## config.mk

```make
export PLATFORM = sky130hd
export DESIGN_NAME = score_display_driver
export DESIGN_NICKNAME = d
export VERILOG_FILES = /design/src/rtl/score_display_driver.sv
export SDC_FILE = /design/constraint.sdc
export NUM_CORES = 1
export LEC_CHECK = 0
export BUFFER_PORTS_ARGS = -buffer_cell sky130_fd_sc_hd__buf_2
export CORE_MARGIN = 8
export CORE_UTILIZATION = 60
export CTS_BUF_LIST = sky130_fd_sc_hd__clkbuf_16
export DETAILED_ROUTE_END_ITERATION = 8
export GPL_TIMING_DRIVEN = 0
export PLACE_DENSITY = 0.79
export SYNTH_ARGS = -nofsm -noshare
export SYNTH_HDL_FRONTEND = slang
export SYNTH_SLANG_ARGS = --single-unit
```

## constraint.sdc

```tcl
create_clock -name i_Clk -period 3 [get_ports i_Clk]
set_input_delay 0 -clock i_Clk [delete_from_list [all_inputs] [get_ports i_Clk]]
set_output_delay 0 -clock i_Clk [all_outputs]
set_load 0.02 [all_outputs]
```

## src/rtl/score_display_driver.sv

```systemverilog
// score_display_driver
//   Converts a binary score to four BCD digits with an iterative double-dabble
//   FSM, or substitutes a fixed message, and time-multiplexes the four digit
//   codes onto the shared cathode-decoder input while scanning the anodes.
//
// Ports
//   i_Clk          system clock, rising edge
//   i_Rst_n        asynchronous active-low reset
//   i_Score        14-bit binary score (saturates to 9999)
//   i_Score_Valid  one-cycle strobe, samples i_Score
//   i_Mode         0 score, 1 "LOSE", 2 "----", 3 blank
//   o_Digit        8-bit digit code for the current scan position
//   o_Anode        active-low anode enables, bit 0 = units digit
//   o_Busy         BCD conversion in progress
module score_display_driver #(
  parameter int unsigned REFRESH_DIV = 100000
) (
  input  logic        i_Clk,
  input  logic        i_Rst_n,
  input  logic [13:0] i_Score,
  input  logic        i_Score_Valid,
  input  logic [1:0]  i_Mode,
  output logic [7:0]  o_Digit,
  output logic [3:0]  o_Anode,
  output logic        o_Busy
);

  localparam logic [19:0] DIV_LAST  = 20'(REFRESH_DIV - 1);
  localparam logic [13:0] SCORE_MAX = 14'd9999;
  localparam logic [3:0]  LAST_ITER = 4'd13;

  typedef enum logic [1:0] {
    ST_IDLE,
    ST_SHIFT,
    ST_COMMIT
  } state_t;

  state_t state, state_nxt;

  logic [13:0]      bin_sr;
  logic [15:0]      bcd;
  logic [15:0]      bcd_adj;
  logic [3:0]       iter;
  logic             pend_vld;
  logic [13:0]      pend_val;
  logic [3:0][3:0]  disp;
  logic [13:0]      score_sat;
  logic             load_new;
  logic [13:0]      load_val;

  logic [19:0]      div_cnt;
  logic [1:0]       scan_idx;
  logic [1:0]       scan_nxt;
  logic [3:0]       lz;
  logic [3:0]       anode_nxt;
  logic [7:0]       code_nxt;

  assign score_sat = (i_Score > SCORE_MAX) ? SCORE_MAX : i_Score;

  // A capture happens from IDLE on a strobe, or straight out of COMMIT when a
  // strobe arrives on that edge or one is pending; the live strobe is newest.
  always_comb begin
    load_new = 1'b0;
    load_val = score_sat;
    if (state == ST_IDLE && i_Score_Valid) begin
      load_new = 1'b1;
    end else if (state == ST_COMMIT && (i_Score_Valid || pend_vld)) begin
      load_new = 1'b1;
      load_val = i_Score_Valid ? score_sat : pend_val;
    end
  end

  // ---------------- conversion FSM ----------------
  always_ff @(posedge i_Clk or negedge i_Rst_n) begin
    if (!i_Rst_n) state <= ST_IDLE;
    else          state <= state_nxt;
  end

  always_comb begin
    state_nxt = state;
    unique case (state)
      ST_IDLE:   if (i_Score_Valid) state_nxt = ST_SHIFT;
      ST_SHIFT:  if (iter == LAST_ITER) state_nxt = ST_COMMIT;
      ST_COMMIT: state_nxt = load_new ? ST_SHIFT : ST_IDLE;
      default:   state_nxt = ST_IDLE;
    endcase
  end

  always_comb begin
    o_Busy = (state != ST_IDLE);
  end

  // ---------------- double-dabble datapath ----------------
  always_comb begin
    bcd_adj = bcd;
    for (int unsigned i = 0; i < 4; i++) begin
      if (bcd[i*4 +: 4] >= 4'd5) bcd_adj[i*4 +: 4] = bcd[i*4 +: 4] + 4'd3;
    end
  end

  always_ff @(posedge i_Clk or negedge i_Rst_n) begin
    if (!i_Rst_n) begin
      bin_sr <= '0;
      bcd    <= '0;
      iter   <= '0;
    end else if (load_new) begin
      bin_sr <= load_val;
      bcd    <= '0;
      iter   <= '0;
    end else if (state == ST_SHIFT) begin
      bcd    <= {bcd_adj[14:0], bin_sr[13]};
      bin_sr <= {bin_sr[12:0], 1'b0};
      iter   <= iter + 4'd1;
    end
  end

  // One-deep pending slot: newest strobe during a conversion wins. It is always
  // emptied in COMMIT, either by the capture it triggers or superseded by a
  // strobe arriving on that same edge.
  always_ff @(posedge i_Clk or negedge i_Rst_n) begin
    if (!i_Rst_n) begin
      pend_vld <= 1'b0;
      pend_val <= '0;
    end else if (state == ST_COMMIT) begin
      pend_vld <= 1'b0;
    end else if (state == ST_SHIFT && i_Score_Valid) begin
      pend_vld <= 1'b1;
      pend_val <= score_sat;
    end
  end

  always_ff @(posedge i_Clk or negedge i_Rst_n) begin
    if (!i_Rst_n)                disp <= '0;
    else if (state == ST_COMMIT) disp <= bcd;
  end

  // ---------------- scan ----------------
  assign scan_nxt  = scan_idx + 2'd1;
  assign anode_nxt = ~(4'b0001 << scan_nxt);

  // Leading-zero flags: a digit blanks while it and all higher digits are 0.
  always_comb begin
    lz    = '0;
    lz[3] = (disp[3] == 4'd0);
    lz[2] = lz[3] && (disp[2] == 4'd0);
    lz[1] = lz[2] && (disp[1] == 4'd0);
  end

  always_comb begin
    code_nxt = 8'hFF;
    unique case (i_Mode)
      2'd0: code_nxt = lz[scan_nxt] ? 8'hFF : {4'h0, disp[scan_nxt]};
      2'd1: begin
        unique case (scan_nxt)
          2'd0: code_nxt = 8'h0E;
          2'd1: code_nxt = 8'h0A;
          2'd2: code_nxt = 8'h00;
          2'd3: code_nxt = 8'h11;
          default: code_nxt = 8'hFF;
        endcase
      end
      2'd2: code_nxt = 8'hFE;
      2'd3: code_nxt = 8'hFF;
      default: code_nxt = 8'hFF;
    endcase
  end

  // Anode and digit code load on the same edge so a lit anode never shows a
  // code belonging to a different position.
  always_ff @(posedge i_Clk or negedge i_Rst_n) begin
    if (!i_Rst_n) begin
      div_cnt  <= '0;
      scan_idx <= '0;
      o_Anode  <= 4'b1110;
      o_Digit  <= 8'h00;
    end else if (div_cnt == DIV_LAST) begin
      div_cnt  <= '0;
      scan_idx <= scan_nxt;
      o_Anode  <= anode_nxt;
      o_Digit  <= code_nxt;
    end else begin
      div_cnt  <= div_cnt + 20'd1;
    end
  end

endmodule

```

# Yosys cells after proc, flatten, opt, wreduce, memory -nomap -nowiden
# Cells that the tools add are included.
# Widths: inputs -> output; s select.
# totals
regBits	101
output_inout_bits	13
word_cells	89
# classes
n_addsub	7
order_cmp	6
n_eq_ne	12
shift	1
muxes	30
bitwise_logic	2
reduce_logical	17
# op_table
op	n
$mux 14	6
$pmux 8 s4	2
$mux 16	2
$mux 4	6
$add 20x1->20 const B	1
$eq 20x17->1 const B	1
$mux 20	1
$ge 4x3->1 const B	4
$gt 14x14->1 const B	1
$add 4x2->4 const B	3
$logic_not 4->1	3
$eq 2x2->1 const B	5
$bmux 4 s2	1
$mux 8	1
$eq 2x1->1 const B	3
$logic_not 2->1	3
$mux 1	6
$pmux 2 s3	1
$reduce_bool 2->1	3
$logic_and 1x1->1	5
$add 4x1->4 const B	1
$eq 4x4->1 const B	1
$mux 2	2
$ne 2x2->1 const B	2
10 further kinds	11

# Logic depth before layout (Yosys ltp)
# Gate-level depths: netlist of run 1.
# logic_depth
word_depth	7
ltp_mapped	8
mapped_depth_nobuf	6

# Worst setup path after synthesis of run 1
# OpenSTA, ideal clock, no wires.
# synth_path
path_kind	register to register
startpoint	reg scan_idx[0]
endpoint	reg o_Digit[2]
setup_time_ps	134
arrival_time_ps	2112
required_ps	2866
setup_slack_ps	755
stages_incl_launch_ff	8
path_cell_list	dfrtp_1 > clkbuf_1 > inv_1 > ha_1 > clkbuf_1 > mux4_2 > a2111oi_0 > o21ai_1
# synth_between
elab_chain_cells	5
# synth_lines
element	line_no	rtl
start, declared	52	logic [1:0] scan_idx;
start signal, assigned	178	scan_idx <= scan_nxt;
$add 2x1->2 *	138	assign scan_nxt = scan_idx + 2'd1;
named net scan_nxt[0]	53	logic [1:0] scan_nxt;
$bmux 4 s2 or $bmux 1 s2 (tied branches)	152	2'd0: code_nxt = lz[scan_nxt] ? 8'hFF : {4'h0, disp[scan_nxt]};
$mux 4 (not written as such) or $mux 1 (tied branches)	152	
$mux 8	152	
$pmux 8 s4 *	151	unique case (i_Mode)
end signal, assigned	180	o_Digit <= code_nxt;
end, declared	23	output logic [7:0] o_Digit,
# The timed path passes the listed nets; every way through them passes the cells marked *. The select of a mux whose other input is x is not followed.
# A chain may end at the register's enable or synchronous reset.

# Final worst setup path of run 1
# Same ends and word-level chain as after synthesis.

==> qor.yml, run 1 <==
status:
  status: "finished clean"
finish:
  syn2layout_area_growth_pct: 14.78
  fin_nets: 556
  drive_above_1_share_pct: 15.56
  diodes: 0
  num-fill-cells: 603
critical_path:
  cp_max_fo: 10
  slowest_stage: "a2111oi_0"
  crit_chain: "clkbuf_1, inv_1, ha_1, clkbuf_1, mux4_2, a2111oi_0, o21ai_1"
  critPathTopFamily: "buffers and inverters"
  crit_type: "reg2reg"
  required_ps: 3210
  cp_num_buf_inv: 3
  crit_path_end_kind: "flip-flop"
  critPathMostFrequentCell: "clkbuf_1"
  critPathLaunchType: "flip-flop"
  arrival_ps: 2900
  critPathMaxStageDelay_ps: 490
sta:
  timing_hold_violations_final: 0
  finalSetupTns_ps: 0
  fmax_mhz: 371.7
  setup_viol: 0
  slew_headroom_pct: 57.62
  clock_skew_ps: 7.687
  layout_setup_ws_ps: 309.6
  worstMarginPinSlew_ps: 635.7
  slew_violations: 0
  rsz0062_at_grt: "false"
  fin_crit_sh_pct: 89.68
  post-route-min-period_ps: 2690
routing:
  vias: 3830
  drt_iter0_drc: 199
  viasPerCell: 6.060
  drc: 0
  postRouteAntennaNets: 0
  wirelength_mm: 10.77
  first_pass_iters: 5
  wl_per_cell_um: 17.04
placed_design:
  port_buffers: 28
  dpl.hpwl_mm: 7.419
  dp_slack_ps: 372.4
  gp_congestion: 0.8158
pwr:
  p_leak_nw: 2.541
  p_per_area_mw_per_mm2: 832.5
  ir_drop_mv: 0.6287
floorplan:
  die_width_um: 106.4
  die_h_um: 106.4
  rows: 33
  dieArea_mm2: 0.01132
  initial_utilization_pct: 60.89
  ios: 32
  core_mm2: 0.008051
clock_network:
  ctsRootBufferMaster: "clkbuf_16"
  clockBufferDepth: 2
  clock_sinks: 99
  h-tree-depth: 3
  cts_resized: 0
  clock_latency_ps: 340
  post-cts-setup-buffers: 0
  cts.clk_slew.worst_paths_ps: 60
  cts_tree: "done"
  hold_buffers: 13
  cts_buffers: 9
synthesis:
  syn_avg_cell_area_um2: 10.45
  dominantRegCellSynth: "dfrtp_1"
  ys_seq_area_share_pct: 50.61
  netlist_area_mm2: 0.004902
  syn-num-nets: 503
  synth.ff_latch_count: 99
  synth_warnings: 0
  synth-async-reset-ratio_pct: 100.0
  synth_edf_count: 0
  synth_cell_types: 57
  netlist_instances: 469
global_route:
  grt_pass1_wl_mm: 18.64
  antenna_found_initial: 0
  grt_max_degree: 62
  globalRoute.totalOverflow: 0
  grt_pass1_vias: 3920
  grt_use_total_pct: 20.23
min_path:
  holdCritPathClass: "in2reg"
flow_run:
  maxCapViolCount: 0
## area by class of cell
cell class	count	area, um^2	area share (%)
Tap cell	105	131.4	2.335
Clock buffer	9	225.2	4.003
Clock inverter	7	67.56	1.201
Sequential cell	99	2481	44.10
Inverter	22	82.58	1.468
Buffer	31	142.6	2.535
Timing Repair Buffer	42	300.3	5.337
Multi-Input combinational cell	317	2196	39.03
## worst min-delay path, delay by kind of cell
kind	cells	cell delay (ps)
AOI/OAI and AO/OA	1	160
and+or+nand+nor	1	60
buffers and inverters	1	90
## cells by family after synthesis
logic type	Yosys count	synth area share [%]
mux	27	6.508
fa+ha+maj	15	3.828
compound gates	130	16.79
flops	99	50.61
xor+xnor	23	4.109
simple gates	122	13.55
buf+inv	53	4.594
## cell usage after synthesis (3+ instances only)
| master | count | area (um^2) |
|---|---|---|
| nand3_1 | 15 | 75.07 |
| dfstp_2 | 3 | 78.83 |
| a31oi_1 | 4 | 25.02 |
| nor3_1 | 8 | 40.04 |
| and4_1 | 4 | 35.03 |
| o31ai_1 | 8 | 60.06 |
| inv_1 | 22 | 82.58 |
| xnor2_1 | 14 | 122.6 |
| o22ai_1 | 4 | 25.02 |
| mux2i_1 | 6 | 60.06 |
| xor2_1 | 9 | 78.83 |
| a21oi_1 | 32 | 160.2 |
| a211oi_1 | 9 | 67.56 |
| nand4_1 | 5 | 31.28 |
| a221o_1 | 7 | 70.07 |
| mux2_2 | 17 | 191.4 |
| o21ai_1 | 20 | 100.1 |
| or4_1 | 3 | 22.52 |
| ha_1 | 15 | 187.7 |
| nand2b_1 | 9 | 56.30 |
| clkbuf_1 | 17 | 63.81 |
| nand2_1 | 33 | 123.9 |
| o21ai_0 | 22 | 110.1 |
| nor2_1 | 23 | 86.33 |
| buf_2 | 9 | 45.04 |
| nor2b_1 | 3 | 18.77 |
| dfrtp_1 | 96 | 2402 |
| a22o_1 | 14 | 122.6 |
## worst paths after layout
path / startpoint / endpoint / slack, ps / cells after the start
max reg2reg: scan_idx[0]$_DFFE_PN0N_ / o_Digit[2]$_DFFE_PN0N_ / 310 / 7
min reg2reg: div_cnt[19]$_DFF_PN0_ / div_cnt[19]$_DFF_PN0_ / 480 / 1
max: scan_idx[0]$_DFFE_PN0N_ / o_Digit[2]$_DFFE_PN0N_ / 310 / 7
min in group asynchronous: i_Rst_n / bcd[12]$_DFFE_PN0P_ / 190 / 2
min: i_Score[8] / pend_val[8]$_DFFE_PN0P_ / 4 / 3
max in group asynchronous: i_Rst_n / o_Anode[3]$_DFFE_PN1N_ / 2130 / 3
## stage by stage
stage	util [%]	cell area (um^2)	hold WS (ps)	instances	power, W
final	69.88	5627	3.863	632	0.004684
after global routing	69.88	5627	17.89	632	0.004980
after CTS	69.88	5627	11.73	632	0.004695
after detailed placement	64.63	5204	10.02	603	0.003512
after global placement	64.26	5174	245.4	602	0.003410
after floorplan	-	4902	-295.6	469	0.003085
## report_power, final
part	internal (W)	switching, W
registers	0.00170	0.000284
logic	0.000699	0.000855
clock network	0.000645	0.000499
## flip-flops by register name, indices dropped and copies added, names as in the netlist
signal and flops:
iter 4, bcd 16, disp 16, pend_val 14
pend_vld 1, o_Digit 6, state 2, scan_idx 2
bin_sr 14, div_cnt 20, o_Anode 4
## per-layer routing
layer  global-route usage (%)  share of wire [%]  routed length [um]
met4                    8.040                1.7                 187
met5                        0                  0                   0
met3                    4.537                4.3                 468
met2                    34.00                 51                5447
met1                    24.75                 43                4666
## layout by cell type (no fill, tap or decap), types with 5 or more instances in the layout
master         count
a211oi_1           9
a21oi_1           32
a221o_1            7
a22o_1            14
buf_2             36
clkbuf_1          17
clkbuf_16          9
dfrtp_1           96
dlygate4sd3_1     13
ha_1              15
inv_1             24
mux2_2            17
mux2i_1            6
nand2_1           33
nand2b_1           9
nand3_1           15
nand4_1            5
nor2_1            23
nor3_1             8
o21ai_0           22
o21ai_1           20
o31ai_1            8
xnor2_1           14
xor2_1             9
Note: power is estimated with default switching activity, not from simulation.
==> run 2, diff against run 1 <==
CORE_UTILIZATION = 32   (was 60)
CTS_BUF_LIST = unset   (was sky130_fd_sc_hd__clkbuf_16)
PLACE_DENSITY = unset   (was 0.79)
==> qor.yml, run 2 (synthesis gave the netlist of run 1 again) <==
status:
  status: "finished clean"  # unchanged
pwr:
  internal-power_w: 0.003054  # was 0.003046 W
  clkPwrFrac_pct: 25.1  # was 24.4%
  combinationalPowerShare_pct: 32.5  # was 33.2%
  p_per_area_mw_per_mm2: 814.2  # was 832.5 mW/mm^2
  ir_drop_mv: 0.4054  # was 0.6287 mV
  seq_power_share_pct: 42.4  # about the same
  p_sw_share_pct: 34.75  # was 34.96%
  p_switching_w: 0.001627  # was 0.001638 W
  p_leak_nw: 2.539  # was 2.541 nW
critical_path:
  critPathMostFrequentCell: "clkbuf_1"  # unchanged
  required_ps: 3210  # about the same
  critPathMaxStageDelay_ps: 530  # was 490 ps
  crit_type: "reg2reg"  # unchanged
  critPathTopFamily: "buffers and inverters"  # unchanged
  critPathLaunchType: "flip-flop"  # unchanged
  slowest_stage: "a2111oi_0"  # unchanged
  crit_chain: "clkbuf_1, inv_1, ha_1, clkbuf_1, mux4_2, a2111oi_0, o21ai_1"  # unchanged
  arrival_ps: 2920  # was 2900 ps
  cp_max_fo: 10  # unchanged
  crit_path_end_kind: "flip-flop"  # unchanged
  cp_num_buf_inv: 3  # unchanged
  r2r_slack_ps: 290  # was 310 ps
placed_design:
  placed_cell_area_mm2: 0.005308  # was 0.005204 mm^2
  port_buffers: 28  # unchanged
  gp_congestion: 0.7983  # was 0.8158
  dpl.hpwl_mm: 7.520  # was 7.419 mm
  place_inst: 686  # was 603
sta:
  rsz0062_at_grt: "false"  # unchanged
  setup_viol: 0  # unchanged
  whs_ps: 67.02  # was 3.863 ps
  slew_headroom_pct: 60.34  # was 57.62%
  worstMarginPinSlew_ps: 594.9  # was 635.7 ps
  fin_crit_sh_pct: 90.48  # was 89.68%
  fmax_mhz: 368.4  # was 371.7 MHz
  timing_hold_violations_final: 0  # unchanged
  finalSetupTns_ps: 0  # unchanged
  post-route-min-period_ps: 2715  # was 2690 ps
  clock_skew_ps: 6.938  # was 7.687 ps
  slew_violations: 0  # unchanged
finish:
  syn2layout_area_growth_pct: 17.28  # was 14.78%
  largest_register_ffs: 20  # unchanged
  final_cell_mix: "dfrtp_1 (96), buf_2 (36), nand2_1 (33), a21oi_1 (32), nor2_1 (23)"  # was dfrtp_1 (96), buf_2 (36), nand2_1 (33), a21oi_1 (32), inv_1 (24)
  diodes: 0  # unchanged
  top_regs: "div_cnt: 20 flops, bcd: 16 flops, disp: 16 flops"  # unchanged
  drive_above_1_share_pct: 15.91  # was 15.56%
  largest-register: "div_cnt"  # unchanged
  fin_nets: 557  # was 556
  layout_commonest_cell: "dfrtp_1"  # unchanged
  instances_no_fill: 716  # was 632
  final_area_mm2: 0.005749  # was 0.005627 mm^2
routing:
  drt_iter0_drc: 222  # was 199
  wirelength_mm: 10.62  # was 10.77 mm
  drc: 0  # unchanged
  vias: 3687  # was 3830
  postRouteAntennaNets: 0  # unchanged
  viasPerCell: 5.149  # was 6.060
  wl_per_cell_um: 14.83  # was 17.04 um
  first_pass_iters: 5  # unchanged
clock_network:
  h-tree-depth: 3  # unchanged
  cts_buffers: 9  # unchanged
  cts_tree: "done"  # unchanged
  post-cts-setup-buffers: 0  # unchanged
  clockBufferDepth: 2  # unchanged
  clock_latency_ps: 350  # was 340 ps
  cts.clk_slew.worst_paths_ps: 60  # about the same
  clock_sinks: 99  # unchanged
  ctsRootBufferMaster: "clkbuf_16"  # unchanged
floorplan:
  die_h_um: 139.8  # was 106.4 um
  dieArea_mm2: 0.01954  # was 0.01132 mm^2
  core_mm2: 0.01509  # was 0.008051 mm^2
  rows: 45  # was 33
  initial_utilization_pct: 32.49  # was 60.89%
  die_width_um: 139.8  # was 106.4 um
  ios: 32  # unchanged
global_route:
  antenna_found_initial: 0  # unchanged
  grt_pass1_wl_mm: 18.14  # was 18.64 mm
  globalRoute.totalOverflow: 0  # unchanged
  grt_use_total_pct: 11.25  # was 20.23%
  grt_max_degree: 65  # was 62
  grt_pass1_vias: 3789  # was 3920
min_path:
  holdCritPathClass: "in2reg"  # unchanged
flow_run:
  maxCapViolCount: 0  # unchanged
## run 2: repair_timing
item,CTS,global route
gates resized for setup,0,0
hold buffers,14,0
hold endpoints to repair,56,0
## run 2: tightest hold or removal path, stage by stage
cell      delay [ps]
clkbuf_1         170
nand2_1          120
a31oi_1           80
## run 2: power groups by stage
stage | registers (W) | clock network [W] | logic (W)
after floorplan | 0.00190 | 0 | 0.00118
after global placement | 0.00199 | 0 | 0.00144
after detailed placement | 0.00200 | 0 | 0.00151
after CTS | 0.00198 | 0.00121 | 0.00154
after global routing | 0.00203 | 0.00125 | 0.00171
final | 0.00198 | 0.00117 | 0.00152
## run 2: final cells by class
| class | instances | area (um^2) |
|---|---|---|
| fill | 1472 | 9340 |
| sequential | 99 | 2481 |
| multi-input combinational | 317 | 2196 |
| timing repair buffer | 43 | 310.3 |
| tap | 188 | 235.2 |
| clock buffer | 9 | 225.2 |
| buffer | 31 | 142.6 |
| inverter | 22 | 82.58 |
| clock inverter | 7 | 76.32 |
## run 2: metrics by stage
stage	utilization [%]	power, W	setup WS, ps
after floorplan	-	0.003085	754.6
after global placement	34.98	0.003431	344.4
after detailed placement	35.17	0.003517	321.3
after CTS	38.10	0.004723	306.9
after global routing	38.10	0.004996	93.80
final	38.10	0.004681	285.5
## run 2: worst paths after layout
path	start	cells after the start	end
max	scan_idx[0]$_DFFE_PN0N_	7	o_Digit[2]$_DFFE_PN0N_
min	i_Mode[0]	3	o_Digit[4]$_DFFE_PN0N_
max reg2reg	scan_idx[0]$_DFFE_PN0N_	7	o_Digit[2]$_DFFE_PN0N_
min reg2reg	div_cnt[19]$_DFF_PN0_	1	div_cnt[19]$_DFF_PN0_
max in group asynchronous	i_Rst_n	3	pend_val[10]$_DFFE_PN0P_
min in group asynchronous	i_Rst_n	2	o_Anode[0]$_DFFE_PN0N_
## run 2: metal layers
metal  vias up  global-route usage [%]  share of wire [%]
met5         -                       0                  0
met4         0                   3.600                1.1
met3        11                   3.317                4.1
met2        66                   17.91                 47
met1      1818                   14.38                 48
li1       1792                       -                  -
==> run 3, diff against run 2 <==
CELL_PAD_IN_SITES_DETAIL_PLACEMENT = 1   (was unset)
CELL_PAD_IN_SITES_GLOBAL_PLACEMENT = 1   (was unset)
CORE_MARGIN = unset   (was 8)
PLACE_DENSITY_LB_ADDON = 0.1   (was unset)
==> qor.yml, run 3 (synthesis gave the netlist of run 1 again) <==
status:
  status: "finished clean"  # unchanged
clock_network:
  clockBufferDepth: 2  # unchanged
  cts_buffers: 9  # unchanged
  cts_tree: "done"  # unchanged
  ctsRootBufferMaster: "clkbuf_16"  # unchanged
  cts.clk_slew.worst_paths_ps: 70  # was 60 ps
  h-tree-depth: 3  # unchanged
  clock_latency_ps: 350  # about the same
  post-cts-setup-buffers: 0  # unchanged
  clock_sinks: 99  # unchanged
  cts_resized: 0  # unchanged
  hold_buffers: 14  # unchanged
finish:
  num-fill-cells: 1659  # was 1472
  seq_area_mm2: 0.002481  # unchanged
  final_util_pct: 38.73  # was 38.10%
  instances_no_fill: 712  # was 716
  final_cell_mix: "dfrtp_1 (96), buf_2 (36), nand2_1 (33), a21oi_1 (32), nor2_1 (23)"  # unchanged
  fin_nets: 557  # unchanged
  multi_input_area_mm2: 0.002196  # unchanged
  final_area_mm2: 0.005714  # was 0.005749 mm^2
  drive_above_1_share_pct: 15.72  # was 15.91%
  syn2layout_area_growth_pct: 16.56  # was 17.28%
  diodes: 0  # unchanged
  largest_register_ffs: 20  # unchanged
  layout_commonest_cell: "dfrtp_1"  # unchanged
  largest-register: "div_cnt"  # unchanged
  top_regs: "div_cnt: 20 flops, bcd: 16 flops, disp: 16 flops"  # unchanged
routing:
  postRouteAntennaNets: 0  # unchanged
  wl_per_cell_um: 17.33  # was 14.83 um
  drt_iter0_drc: 138  # was 222
  wirelength_mm: 12.34  # was 10.62 mm
  vias: 3724  # was 3687
  drc: 0  # unchanged
  viasPerCell: 5.230  # was 5.149
  first_pass_iters: 4  # was 5
floorplan:
  core_mm2: 0.01475  # was 0.01509 mm^2
  ios: 32  # unchanged
  die_width_um: 125.8  # was 139.8 um
  dieArea_mm2: 0.01582  # was 0.01954 mm^2
  die_h_um: 125.8  # was 139.8 um
  initial_utilization_pct: 33.23  # was 32.49%
  rows: 44  # was 45
critical_path:
  required_ps: 3210  # about the same
  slowest_stage: "a2111oi_0"  # unchanged
  critPathMostFrequentCell: "clkbuf_1"  # unchanged
  critPathLaunchType: "flip-flop"  # unchanged
  crit_chain: "clkbuf_1, inv_1, ha_1, clkbuf_1, mux4_2, a2111oi_0, o21ai_1"  # unchanged
  cp_max_fo: 10  # unchanged
  cp_num_buf_inv: 3  # unchanged
  arrival_ps: 2980  # was 2920 ps
  crit_path_end_kind: "flip-flop"  # unchanged
  critPathMaxStageDelay_ps: 560  # was 530 ps
  crit_type: "reg2reg"  # unchanged
  critPathTopFamily: "buffers and inverters"  # unchanged
global_route:
  globalRoute.totalOverflow: 0  # unchanged
  grt_pass1_vias: 4030  # was 3789
  antenna_found_initial: 0  # unchanged
  grt_max_degree: 58  # was 65
  grt_use_total_pct: 16.82  # was 11.25%
  grt_pass1_wl_mm: 21.00  # was 18.14 mm
sta:
  fmax_mhz: 361.2  # was 368.4 MHz
  fin_crit_sh_pct: 92.28  # was 90.48%
  clock_skew_ps: 6.876  # was 6.938 ps
  timing_hold_violations_final: 0  # unchanged
  finalSetupTns_ps: 0  # unchanged
  slew_violations: 0  # unchanged
  rsz0062_at_grt: "false"  # unchanged
  setup_viol: 0  # unchanged
  slew_headroom_pct: 53.92  # was 60.34%
  worstMarginPinSlew_ps: 691.2  # was 594.9 ps
  post-route-min-period_ps: 2768  # was 2715 ps
placed_design:
  placed_cell_area_mm2: 0.005303  # was 0.005308 mm^2
  place_inst: 682  # was 686
  dpl.hpwl_mm: 8.900  # was 7.520 mm
  port_buffers: 28  # unchanged
  gp_congestion: 0.7421  # was 0.7983
pwr:
  p_leak_nw: 2.513  # was 2.539 nW
  ir_drop_mv: 0.3093  # was 0.4054 mV
  power.total_w: 0.004632  # was 0.004681 W
  p_per_area_mw_per_mm2: 810.5  # was 814.2 mW/mm^2
min_path:
  holdCritPathClass: "in2reg"  # unchanged
flow_run:
  maxCapViolCount: 0  # unchanged
-- run 3: cell count changes in the layout (fill, tap and decap cells not counted), sizes merged --
cell and delta:
clkinvlp +3, inv -2, bufinv -1, clkbuf +1
clkinv -1
-- run 3: layout make-up --
class                           count  share of cell area, %
Buffer                             31                  2.496
Sequential cell                    99                  43.42
Multi-Input combinational cell    317                  38.43
Tap cell                          184                  4.029
Clock buffer                       10                  4.007
Inverter                           22                  1.445
Timing Repair Buffer               43                  5.430
Clock inverter                      6                 0.7445
-- run 3: worst paths after layout --
path	cells after the start	from	slack, ps	end
setup / recovery	7	scan_idx[0]$_DFFE_PN0N_	230	o_Digit[2]$_DFFE_PN0N_
hold / removal	3	i_Mode[0]	90	o_Digit[4]$_DFFE_PN0N_
setup reg to reg	7	scan_idx[0]$_DFFE_PN0N_	230	o_Digit[2]$_DFFE_PN0N_
hold reg to reg	1	div_cnt[19]$_DFF_PN0_	480	div_cnt[19]$_DFF_PN0_
max in group asynchronous	3	i_Rst_n	2110	pend_vld$_DFFE_PN0P_
min in group asynchronous	2	i_Rst_n	200	o_Anode[0]$_DFFE_PN0N_
-- run 3: layer usage --
metal  wire [um]  global-route usage, %  share of wire (%)  up-vias
li1            -                      -                  -     1789
met1        6139                  22.81                 50     1882
met2        5784                  27.75                 47       44
met3         323                  3.738                2.6        9
met4          93                  3.189               0.75        0
met5           0                      0                  0        -
-- run 3: per-stage QoR --
step,setup WS (ps),hold WS [ps]
2_1_floorplan,754.6,-295.6
3_3_place_gp,146.3,244.5
3_5_place_dp,195.5,37.75
4_1_cts,183.7,83.49
5_1_grt,26.98,129.5
6_report,231.5,94.72
-- run 3: worst min-delay path, delay by kind of cell --
| family | cells | cell delay (ps) |
|---|---|---|
| simple gates | 1 | 130 |
| compound gates | 1 | 80 |
| buf+inv | 1 | 190 |
-- run 3: power by group --
group / switching, W / internal [W]
combinational: 0.000873 / 0.000698
sequential: 0.000285 / 0.00170
clock: 0.000514 / 0.000561
total: 0.00167 / 0.00296
